File: config.mk
export PLATFORM = sky130hd
export DESIGN_NAME = fetch_unit
export DESIGN_NICKNAME = d
export VERILOG_FILES = /design/src/rtl/fetch_unit.sv
export SDC_FILE = /design/constraint.sdc
export NUM_CORES = 1
export LEC_CHECK = 0
export CORE_MARGIN = 2
export CORE_UTILIZATION = 48
export CTS_CLUSTER_DIAMETER = 50
export DETAILED_ROUTE_END_ITERATION = 6
export GPL_ROUTABILITY_DRIVEN = 0
export PLACE_DENSITY_LB_ADDON = 0.25
export SYNTH_ARGS = -nofsm -noshare
export SYNTH_HDL_FRONTEND = slang
export SYNTH_SLANG_ARGS = --single-unit
File: constraint.sdc
create_clock -name clk -period 5.6 [get_ports clk]
set_clock_uncertainty 0.1 [all_clocks]
set_input_delay 0.84 -clock clk [delete_from_list [all_inputs] [get_ports clk]]
set_output_delay 0.84 -clock clk [all_outputs]
set_load 0.03 [all_outputs]
File: src/rtl/fetch_unit.sv
// Instruction fetch stage: owns the architectural PC, fetches words over a req/ack
// memory handshake and hands them to decode over valid/ready, honouring PC redirects.
module fetch_unit #(
   parameter logic [31:0] RESET_PC = 32'h00003000
) (
   input  logic        clk,
   input  logic        reset,
   input  logic        redirect_valid,
   input  logic [31:0] redirect_pc,
   output logic        imem_req,
   output logic [31:0] imem_addr,
   input  logic        imem_ack,
   input  logic [31:0] imem_rdata,
   output logic        inst_valid,
   input  logic        inst_ready,
   output logic [31:0] inst,
   output logic [31:0] inst_pc,
   output logic        adel
);

   localparam logic [1:0] BOOT  = 2'd0;
   localparam logic [1:0] FETCH = 2'd1;
   localparam logic [1:0] HOLD  = 2'd2;
   localparam logic [1:0] DROP  = 2'd3;

   logic [1:0]  state_q,     state_d;
   logic [31:0] pc_q,        pc_d;
   logic [31:0] pendingPc_q, pendingPc_d;
   logic [31:0] inst_q,      inst_d;
   logic [31:0] instPc_q,    instPc_d;
   logic        instValid_q, instValid_d;
   logic        adel_q,      adel_d;

   logic [31:0] redirectTarget;
   logic        redirectMisaligned;

   assign redirectTarget     = {redirect_pc[31:2], 2'b00};
   assign redirectMisaligned = |redirect_pc[1:0];

   // A redirect overrides every other event; in DROP the outstanding stale
   // request must still be drained before the newest target is fetched.
   always_comb begin
      state_d     = state_q;
      pc_d        = pc_q;
      pendingPc_d = pendingPc_q;
      inst_d      = inst_q;
      instPc_d    = instPc_q;
      instValid_d = instValid_q;
      adel_d      = adel_q;

      if (redirect_valid) begin
         adel_d = redirectMisaligned;
         case (state_q)
            BOOT, HOLD: begin
               pc_d        = redirectTarget;
               instValid_d = 1'b0;
               state_d     = FETCH;
            end
            FETCH: begin
               if (imem_ack) begin
                  pc_d    = redirectTarget;
                  state_d = FETCH;
               end else begin
                  pendingPc_d = redirectTarget;
                  state_d     = DROP;
               end
            end
            DROP: begin
               pendingPc_d = redirectTarget;
               if (imem_ack) begin
                  pc_d    = redirectTarget;
                  state_d = FETCH;
               end
            end
            default: state_d = BOOT;
         endcase
      end else begin
         case (state_q)
            BOOT: state_d = FETCH;
            FETCH: begin
               if (imem_ack) begin
                  inst_d      = imem_rdata;
                  instPc_d    = pc_q;
                  instValid_d = 1'b1;
                  pc_d        = pc_q + 32'd4;
                  state_d     = HOLD;
               end
            end
            HOLD: begin
               if (inst_ready) begin
                  instValid_d = 1'b0;
                  state_d     = FETCH;
               end
            end
            DROP: begin
               if (imem_ack) begin
                  pc_d    = pendingPc_q;
                  state_d = FETCH;
               end
            end
            default: state_d = BOOT;
         endcase
      end
   end

   always_ff @(posedge clk or posedge reset) begin
      if (reset) begin
         state_q     <= BOOT;
         pc_q        <= RESET_PC;
         pendingPc_q <= 32'd0;
         inst_q      <= 32'd0;
         instPc_q    <= 32'd0;
         instValid_q <= 1'b0;
         adel_q      <= 1'b0;
      end else begin
         state_q     <= state_d;
         pc_q        <= pc_d;
         pendingPc_q <= pendingPc_d;
         inst_q      <= inst_d;
         instPc_q    <= instPc_d;
         instValid_q <= instValid_d;
         adel_q      <= adel_d;
      end
   end

   assign imem_req   = (state_q == FETCH) || (state_q == DROP);
   assign imem_addr  = pc_q;
   assign inst_valid = instValid_q;
   assign inst       = inst_q;
   assign inst_pc    = instPc_q;
   assign adel       = adel_q;

endmodule

After elaboration in Yosys (flattened, before gate mapping)
Cells that the tools add are included.
W data, S select, Z words.
{ "totals": {"ff_bits": 132, "input_bits": 69, "out_inout_bits": 99, "elab_cells": 51} }
{ "classes": {"addsub": 1, "eq_ne": 9, "muxes": 20, "bitwise": 1, "reduce_logical": 13} }
{ "ops": {"columns": ["op", "count"], "rows": [
  ["$pmux W32 S2", 3],
  ["$mux W32", 5],
  ["$add A32 B3 Y32 const B", 1],
  ["$mux W2", 5],
  ["$ne A3 B3 Y1 const B", 3],
  ["$pmux W2 S4", 1],
  ["$reduce_and A4 Y1", 2],
  ["$pmux W2 S3", 1],
  ["$reduce_and A3 Y1", 2],
  ["$reduce_bool A3 Y1", 2],
  ["$reduce_or A2 Y1", 3],
  ["$eq A2 B2 Y1 const B", 2],
  ["$mux W1", 4],
  ["$ne A3 B2 Y1 const B", 1],
  ["$eq A2 B1 Y1 const B", 1],
  ["$logic_not A2 Y1", 1],
  ["$ne A2 B1 Y1 const B", 1],
  ["$ne A2 B2 Y1 const B", 1],
  ["$pmux W1 S2", 1],
  ["$reduce_and A2 Y1", 1],
  ["$reduce_bool A2 Y1", 1],
  ["$logic_or A1 B1 Y1", 1],
  ["$not A1 Y1", 1]
]} }

Depth between registers and ports, before layout
Gate-level depths: netlist of the first run.
{ "depth": {"ltp_word": 4, "depth_mapped": 7} }

Worst setup path after synthesis of the first run
No wires, ideal clock.
{ "synth_path": {"path_kind": "register to register", "start": "register pc_q[13] (netlist: imem_addr[13])", "end": "register pc_q[23] (netlist: imem_addr[23])", "setup_time_ns": 0.136, "arrival_ns": 1.942, "t_required_ns": 5.364, "slack_ns": 3.422, "stages_incl_launch_ff": 7, "path_buffers": 1, "cell_sequence": "dfstp_2 -> buf_2 -> nand4_1 -> nor2_1 -> nand3_1 -> o2111ai_1 -> or3b_2"} }
{ "synth_via": {"elab_chain_cells": 4} }
{ "synth_lines": {"columns": ["element", "line_no", "text"], "rows": [
  ["start: declaration", "27", "logic [31:0] pc_q, pc_d;"],
  ["start signal: assignment", "117", "pc_q <= pc_d;"],
  ["$add A32 B3 Y32", "85", "pc_d = pc_q + 32'd4;"],
  ["$mux W32", "81", "if (imem_ack) begin"],
  ["$pmux W32 S2", "78", "case (state_q)"],
  ["$mux W32", "51", "if (redirect_valid) begin"]
]} }
Every way passes these cells. The select of a mux whose other input is x is not followed.
A chain may end at the register's enable or synchronous reset.

Worst setup path in the final report of the first run
{ "layout_path": {"start": "input port redirect_valid", "end": "register inst_q[14] (netlist: inst[14])"} }
{ "layout_via": {"elab_chain_cells": 2} }
{ "layout_lines": {"columns": ["element", "line_no", "text"], "rows": [
  ["start: declaration", "8", "input logic redirect_valid,"],
  ["$not A1 Y1 (no source line)", null, null],
  ["$reduce_and A3 Y1 (no source line)", null, null],
  ["end signal: assignment", "119", "inst_q <= inst_d;"],
  ["end: declaration", "29", "logic [31:0] inst_q, inst_d;"]
]} }
Every way passes these cells.

==> qor.csv, run 1 <==
metric,value,unit
Mapped Cells,666,
"Data arrival, critical path",3.68,ns
switching part of the total power,0.355,
Switching Power,1.32,mW
Synth-to-Final Area Change,38.3,%
Critical Path End Type,flop,
DR iter-0 viols,607,
reg-to-reg critical path startpoint,state_q[0],
# clock sinks,126,
DRC Markers,0,
Seq. cell area,3160,um2
yosys warns,0,
"Max FO, Critical Path",59,
Yosys top cell by area,dfrtp_1,
max_slew headroom,0.279,
Post-Route Setup TNS,0,ns
Worst Reg-to-Reg Cells,6,
initial antenna violation count,0,
top-area cell type share of the netlist area,0.523,
Ports,168,
Seq cells post-synth,126,
PD cells,453,nW/um2
Die Footprint,13300,um2
Skew-Pair Late Insertion Delay,0.40,ns
Post-CTS Setup Inserts,0,
Fmax,0.291,GHz
CORE AREA,12000,um2
Reg2Reg Capture Point,inst[14],
register area share after synthesis,0.532,
combinational fraction of design power,0.339,
grt ovf,0,
routed vias,5473,
post-DR wirelength/cell,17.0,um
worst slew pin tran,1.08,ns
root buf cell,clkbuf_16,
Final Cycle Share,0.614,
"wirelength, routed",16.5,mm
Period minus WS final,3.44,ns
max-slew violation count,0,
Port Buffers,163,
total CTS buffers,17,
ranking of synthesized cells by area,"dfrtp_1 52%, nand2_1 15%, mux2_2 5.9%, o21ai_0 3.6%, a21oi_1 2.5%",
first-pass GRT wire length,26.4,mm
Final Hold Viols,0,
Yosys cell types,56,
"Req. time, crit path",5.84,ns
Setup Crit Path Kind,in2reg,
Final HPWL DP,11.5,mm
ys flop type,dfrtp_1,
hold endpoint,inst[0],
DRT antenna net count,0,
final net count,881,
# diodes,0,
Synth Area per Inst,8.90,um2
Hold Slack,0.373,ns
die width,115,um
most common cell in the netlist,nand2_1,
Mapped Area,5930,um2
largest net degree at the start of global routing,90,
Tot Pwr,3.72,mW
Leak,3.64,nW
hold_sp,inst[0],
All-Layer GR Usage,0.253,
hold-critical path depth,2,
"Reg clk slew, reported paths",0.05,ns
Multi-input gate area,2580,um2
# fillers,974,
"top cells by count, synth","235 x nand2_1, 124 x dfrtp_1, 43 x o21ai_0",
Max Buffers Root-to-Sink,2,
initial core utilization,0.494,
"EDFF count, synth",0,
vias in the first global route,5247,
Async SR Flop Fraction,1.00,
post-DR vias/cell,5.64,
share of power burned in registers,0.364,
Hold WC Path Type,reg2reg,
MaxCap Viol Count,0,
Pint,2.40,mW
RSZ-0062 raised after global routing,false,
worst reg-to-reg setup slack,2.55,ns
Peak VDD IR,216,uV
clock group share of total power,0.297,
Post-Place Cells,939,
layout cell share with drive strength beyond 1,0.0936,
hold_buf cts,0,
# setup viols final,0,
CTS tree,built,
Layout Cells excl Fill,970,
row cnt,40,
run status,finished clean,
Setup crit start kind,primary input,
1st-pass router iterations,6,
Die Y,115,um
H-tree Lvls,4,
CTS resizes,0,
-- final cells by class --
| type | instances | share of cell area |
|---|---|---|
| Inverter | 5 | 0.00259 |
| Sequential cell | 126 | 0.385 |
| Tap cell | 147 | 0.0224 |
| Clock buffer | 25 | 0.0592 |
| Timing Repair Buffer | 169 | 0.204 |
| Clock inverter | 6 | 0.0131 |
| Multi-Input combinational cell | 492 | 0.314 |
-- cell families (layout without fill, tap and decap cells) --
family          Yosys count  after routing  synth area share
other cells               1              4          0.000633
fa+ha+maj                 1              1           0.00211
flops                   126            126             0.532
compound gates          114            114             0.116
mux                      32             32            0.0606
simple gates            332            332             0.237
xor+xnor                  9              9            0.0133
buf+inv                  51            205            0.0374
-- power by group through the flow --
stage	logic, mW	clock network, mW	registers (mW)
after floorplan	0.373	0	1.68
after global placement	1.23	0	1.35
after detailed placement	1.26	0	1.36
after CTS	1.27	1.11	1.35
after global routing	1.34	1.16	1.38
final	1.26	1.10	1.35
-- per-stage QoR --
step	area, um2	worst slack [ns]	util
finish	8200	2.16	0.683
global placement	7610	1.88	0.633
CTS	8200	2.19	0.683
global route	8200	1.84	0.683
detailed placement	7610	1.77	0.633
floorplan	5940	1.31	-
-- registers in the layout (all words and copies together), names as in the netlist --
| name | cells |
|---|---|
| imem_addr | 30 |
| inst_valid | 1 |
| state_q | 2 |
| pendingPc_q | 30 |
| inst | 32 |
| inst_pc | 30 |
| adel | 1 |
-- placed cells by master (no fill, tap or decap), types with 4 or more instances in the layout --
cell type,netlist,layout
a211oi_1,5,5
a21oi_1,30,30
a31oi_1,5,5
and3_1,11,11
buf_4,5,6
clkbuf_1,32,5
clkbuf_16,0,17
clkdlybuf4s50_1,0,162
conb_1,1,4
dfrtp_1,124,124
inv_1,5,4
mux2_2,31,31
nand2_1,235,234
nand3_1,21,21
nand4_1,6,6
nor2_1,34,33
nor3_1,7,7
o211ai_1,8,8
o21ai_0,43,43
xor2_1,8,8
-- how the worst max path moves through the flow --
stage / from / endpoint / depth (start not counted) / slack [ns]
final: redirect_valid / inst[14] / 7 / 2.16
after global routing: redirect_valid / inst[14] / 7 / 1.84
after CTS: redirect_valid / inst[14] / 7 / 2.19
after detailed placement: redirect_valid / inst[14] / 7 / 1.77
after global placement: redirect_valid / inst[12] / 7 / 1.88
after floorplan: reset / adel / 1 / 1.31
-- worst max-delay path: stages --
cell and delay [ns]:
buf_2 0.72, mux2i_2 0.52, buf_4 0.34, nor2_4 0.66, buf_4 0.40, nand2_1 0.10, nand2_1 0.07
-- metal layers --
metal	track usage	share of wire
met5	0	0
met4	0.0956	0.017
met3	0.0548	0.077
met1	0.341	0.42
met2	0.404	0.48
Power figures use the tool's default switching activity.
==> inputs of run 2 (changes only) <==
Clock period 5.6 ns to 3.2 ns, I/O delays scaled along.
==> run 2 against run 1 <==
Sequential cell count unchanged. Register-to-register slack got worse by 1.7 ns. Critical path type is now reg2reg. Count of clock-buffer cells in the layout decreased by 4. Non-clock buffer count is 8 higher. Power increased by 78%. Critical path depth shrank 2. Clock power rose by 85%.
==> qor.csv, run 2 (synthesis gave the netlist of run 1 again) <==
metric,value,unit,change
CORE AREA,12000,um2,unchanged
routed vias,5521,,+0.88%
Die Y,115,um,unchanged
Worst Reg-to-Reg Cells,5,,-1
Switching Power,2.33,mW,+77%
max-slew violation count,0,,unchanged
clock group share of total power,0.308,,+0.011
final net count,889,,+0.91%
worst slew pin tran,0.898,ns,-0.183 ns
Post-CTS Setup Inserts,0,,unchanged
final worst setup slack,0.816,ns,-1.35 ns
Die Footprint,13300,um2,unchanged
# diodes,0,,unchanged
layout cell share with drive strength beyond 1,0.107,,+0.0135
Final Cycle Share,0.745,,
DRC Markers,0,,unchanged
root buf cell,clkbuf_16,,
Leak,3.70,nW,+1.5%
Critical Path End Type,flop,,
PD cells,795,nW/um2,+75%
worst reg-to-reg setup slack,0.82,ns,-1.73 ns
hold_buf cts,0,,unchanged
Hold WC Path Type,reg2reg,,
vias in the first global route,5266,,+0.36%
Tot Pwr,6.62,mW,+78%
"Data arrival, critical path",2.57,ns,-1.11 ns
"Req. time, crit path",3.38,ns,-2.46 ns
largest net degree at the start of global routing,127,,+41%
initial antenna violation count,0,,unchanged
combinational fraction of design power,0.335,,-0.004
1st-pass router iterations,5,,-1
"commonest non-fill, non-tap cell in the layout",nand2_1,,
CTS resizes,0,,unchanged
H-tree Lvls,4,,unchanged
DR iter-0 viols,675,,+11%
Final Hold Viols,0,,unchanged
Fmax,0.419,GHz,
post-DR vias/cell,5.65,,about the same
Skew-Pair Late Insertion Delay,0.41,ns,about the same
run status,finished clean,,
initial core utilization,0.494,,unchanged
Post-Route Setup TNS,0,ns,unchanged
grt ovf,0,,unchanged
row cnt,40,,unchanged
hold-critical path depth,2,,unchanged
MaxCap Viol Count,0,,unchanged
Final HPWL DP,11.3,mm,-1.9%
share of power burned in registers,0.357,,-0.007
Setup crit start kind,flop,,
Pint,4.29,mW,+79%
hold_sp,inst_pc[17],,
All-Layer GR Usage,0.255,,+0.00235
Max Buffers Root-to-Sink,2,,unchanged
Synth-to-Final Area Change,40.5,%,
RSZ-0062 raised after global routing,false,,
area post-placement,7690,um2,+1.1%
max_slew headroom,0.401,,+0.122
first-pass GRT wire length,26.6,mm,+0.71%
# fillers,947,,-2.8%
max reg flops,32,,unchanged
Period minus WS final,2.38,ns,
post-DR wirelength/cell,16.8,um,-0.83%
Ports,168,,unchanged
die width,115,um,unchanged
Reg2Reg Capture Point,imem_addr[23],,
# setup viols final,0,,unchanged
DRT antenna net count,0,,unchanged
"Reg clk slew, reported paths",0.06,ns,about the same
Port Buffers,163,,unchanged
"Max FO, Critical Path",9,,-85%
Setup Crit Path Kind,reg2reg,,
CTS tree,built,,
hold endpoint,inst_pc[17],,
total CTS buffers,17,,unchanged
most frequent cells in the layout,"234 x nand2_1, 162 x clkdlybuf4s50_1, 124 x dfrtp_1, 43 x o21ai_0, 33 x nor2_1",,
switching part of the total power,0.352,,-0.00296
pre-CTS setup slack,0.787,ns,-0.986 ns
Peak VDD IR,438,uV,+100%
Final Instance Area,8330,um2,+1.5%
"wirelength, routed",16.5,mm,about the same
reg-to-reg critical path startpoint,imem_addr[13],,
# clock sinks,126,,unchanged
## run 2: layout make-up
class / count / area, um2 / share of cell area
Clock buffer: 21 / 470 / 0.0565
Inverter: 5 / 22.5 / 0.00270
Sequential cell: 126 / 3160 / 0.379
Tap cell: 147 / 184 / 0.0221
Clock inverter: 10 / 161 / 0.0194
Multi-Input combinational cell: 492 / 2580 / 0.309
Timing Repair Buffer: 177 / 1760 / 0.211
## run 2: worst max path at each step
stage | start | endpoint | slack [ns] | cells after the start
2_1_floorplan | imem_addr[13] | imem_addr[23] | 1.02 | 6
3_3_place_gp | imem_ack | inst_pc[9] | 0.84 | 7
3_5_place_dp | imem_ack | inst_pc[10] | 0.79 | 7
4_1_cts | imem_addr[13] | imem_addr[13] | 0.83 | 1
5_1_grt | imem_addr[13] | imem_addr[23] | 0.63 | 5
6_report | imem_addr[13] | imem_addr[23] | 0.82 | 5
## run 2: stage by stage
stage                     hold WS [ns]  cells  utilization
after CTS                        0.375    978        0.693
final                            0.371    978        0.693
after detailed placement         0.362    947        0.641
after global routing             0.395    978        0.693
after global placement           0.356    947        0.641
after floorplan                  0.372    669            -
## run 2: critical path: stages, from the launching register on
cell and delay (ns):
dfstp_2 0.63, nand4_1 0.19, nor2_1 0.50, nand3_1 0.23, o2111ai_1 0.15, or3b_2 0.45
## run 2: power by group through the flow
stage	sequential, mW	combinational [mW]	clock (mW)
finish	2.36	2.22	2.04
global route	2.42	2.38	2.14
CTS	2.35	2.23	2.06
detailed placement	2.38	2.22	0
global placement	2.35	2.18	0
floorplan	2.93	0.652	0
## run 2: routing by layer
metal  track usage  vias to the layer above  wire [um]
met1         0.348                     2644       7040
met5             0                        -          0
met4         0.101                        0        308
li1              -                     2560          -
met3        0.0664                       41       1330
met2         0.392                      276       7780
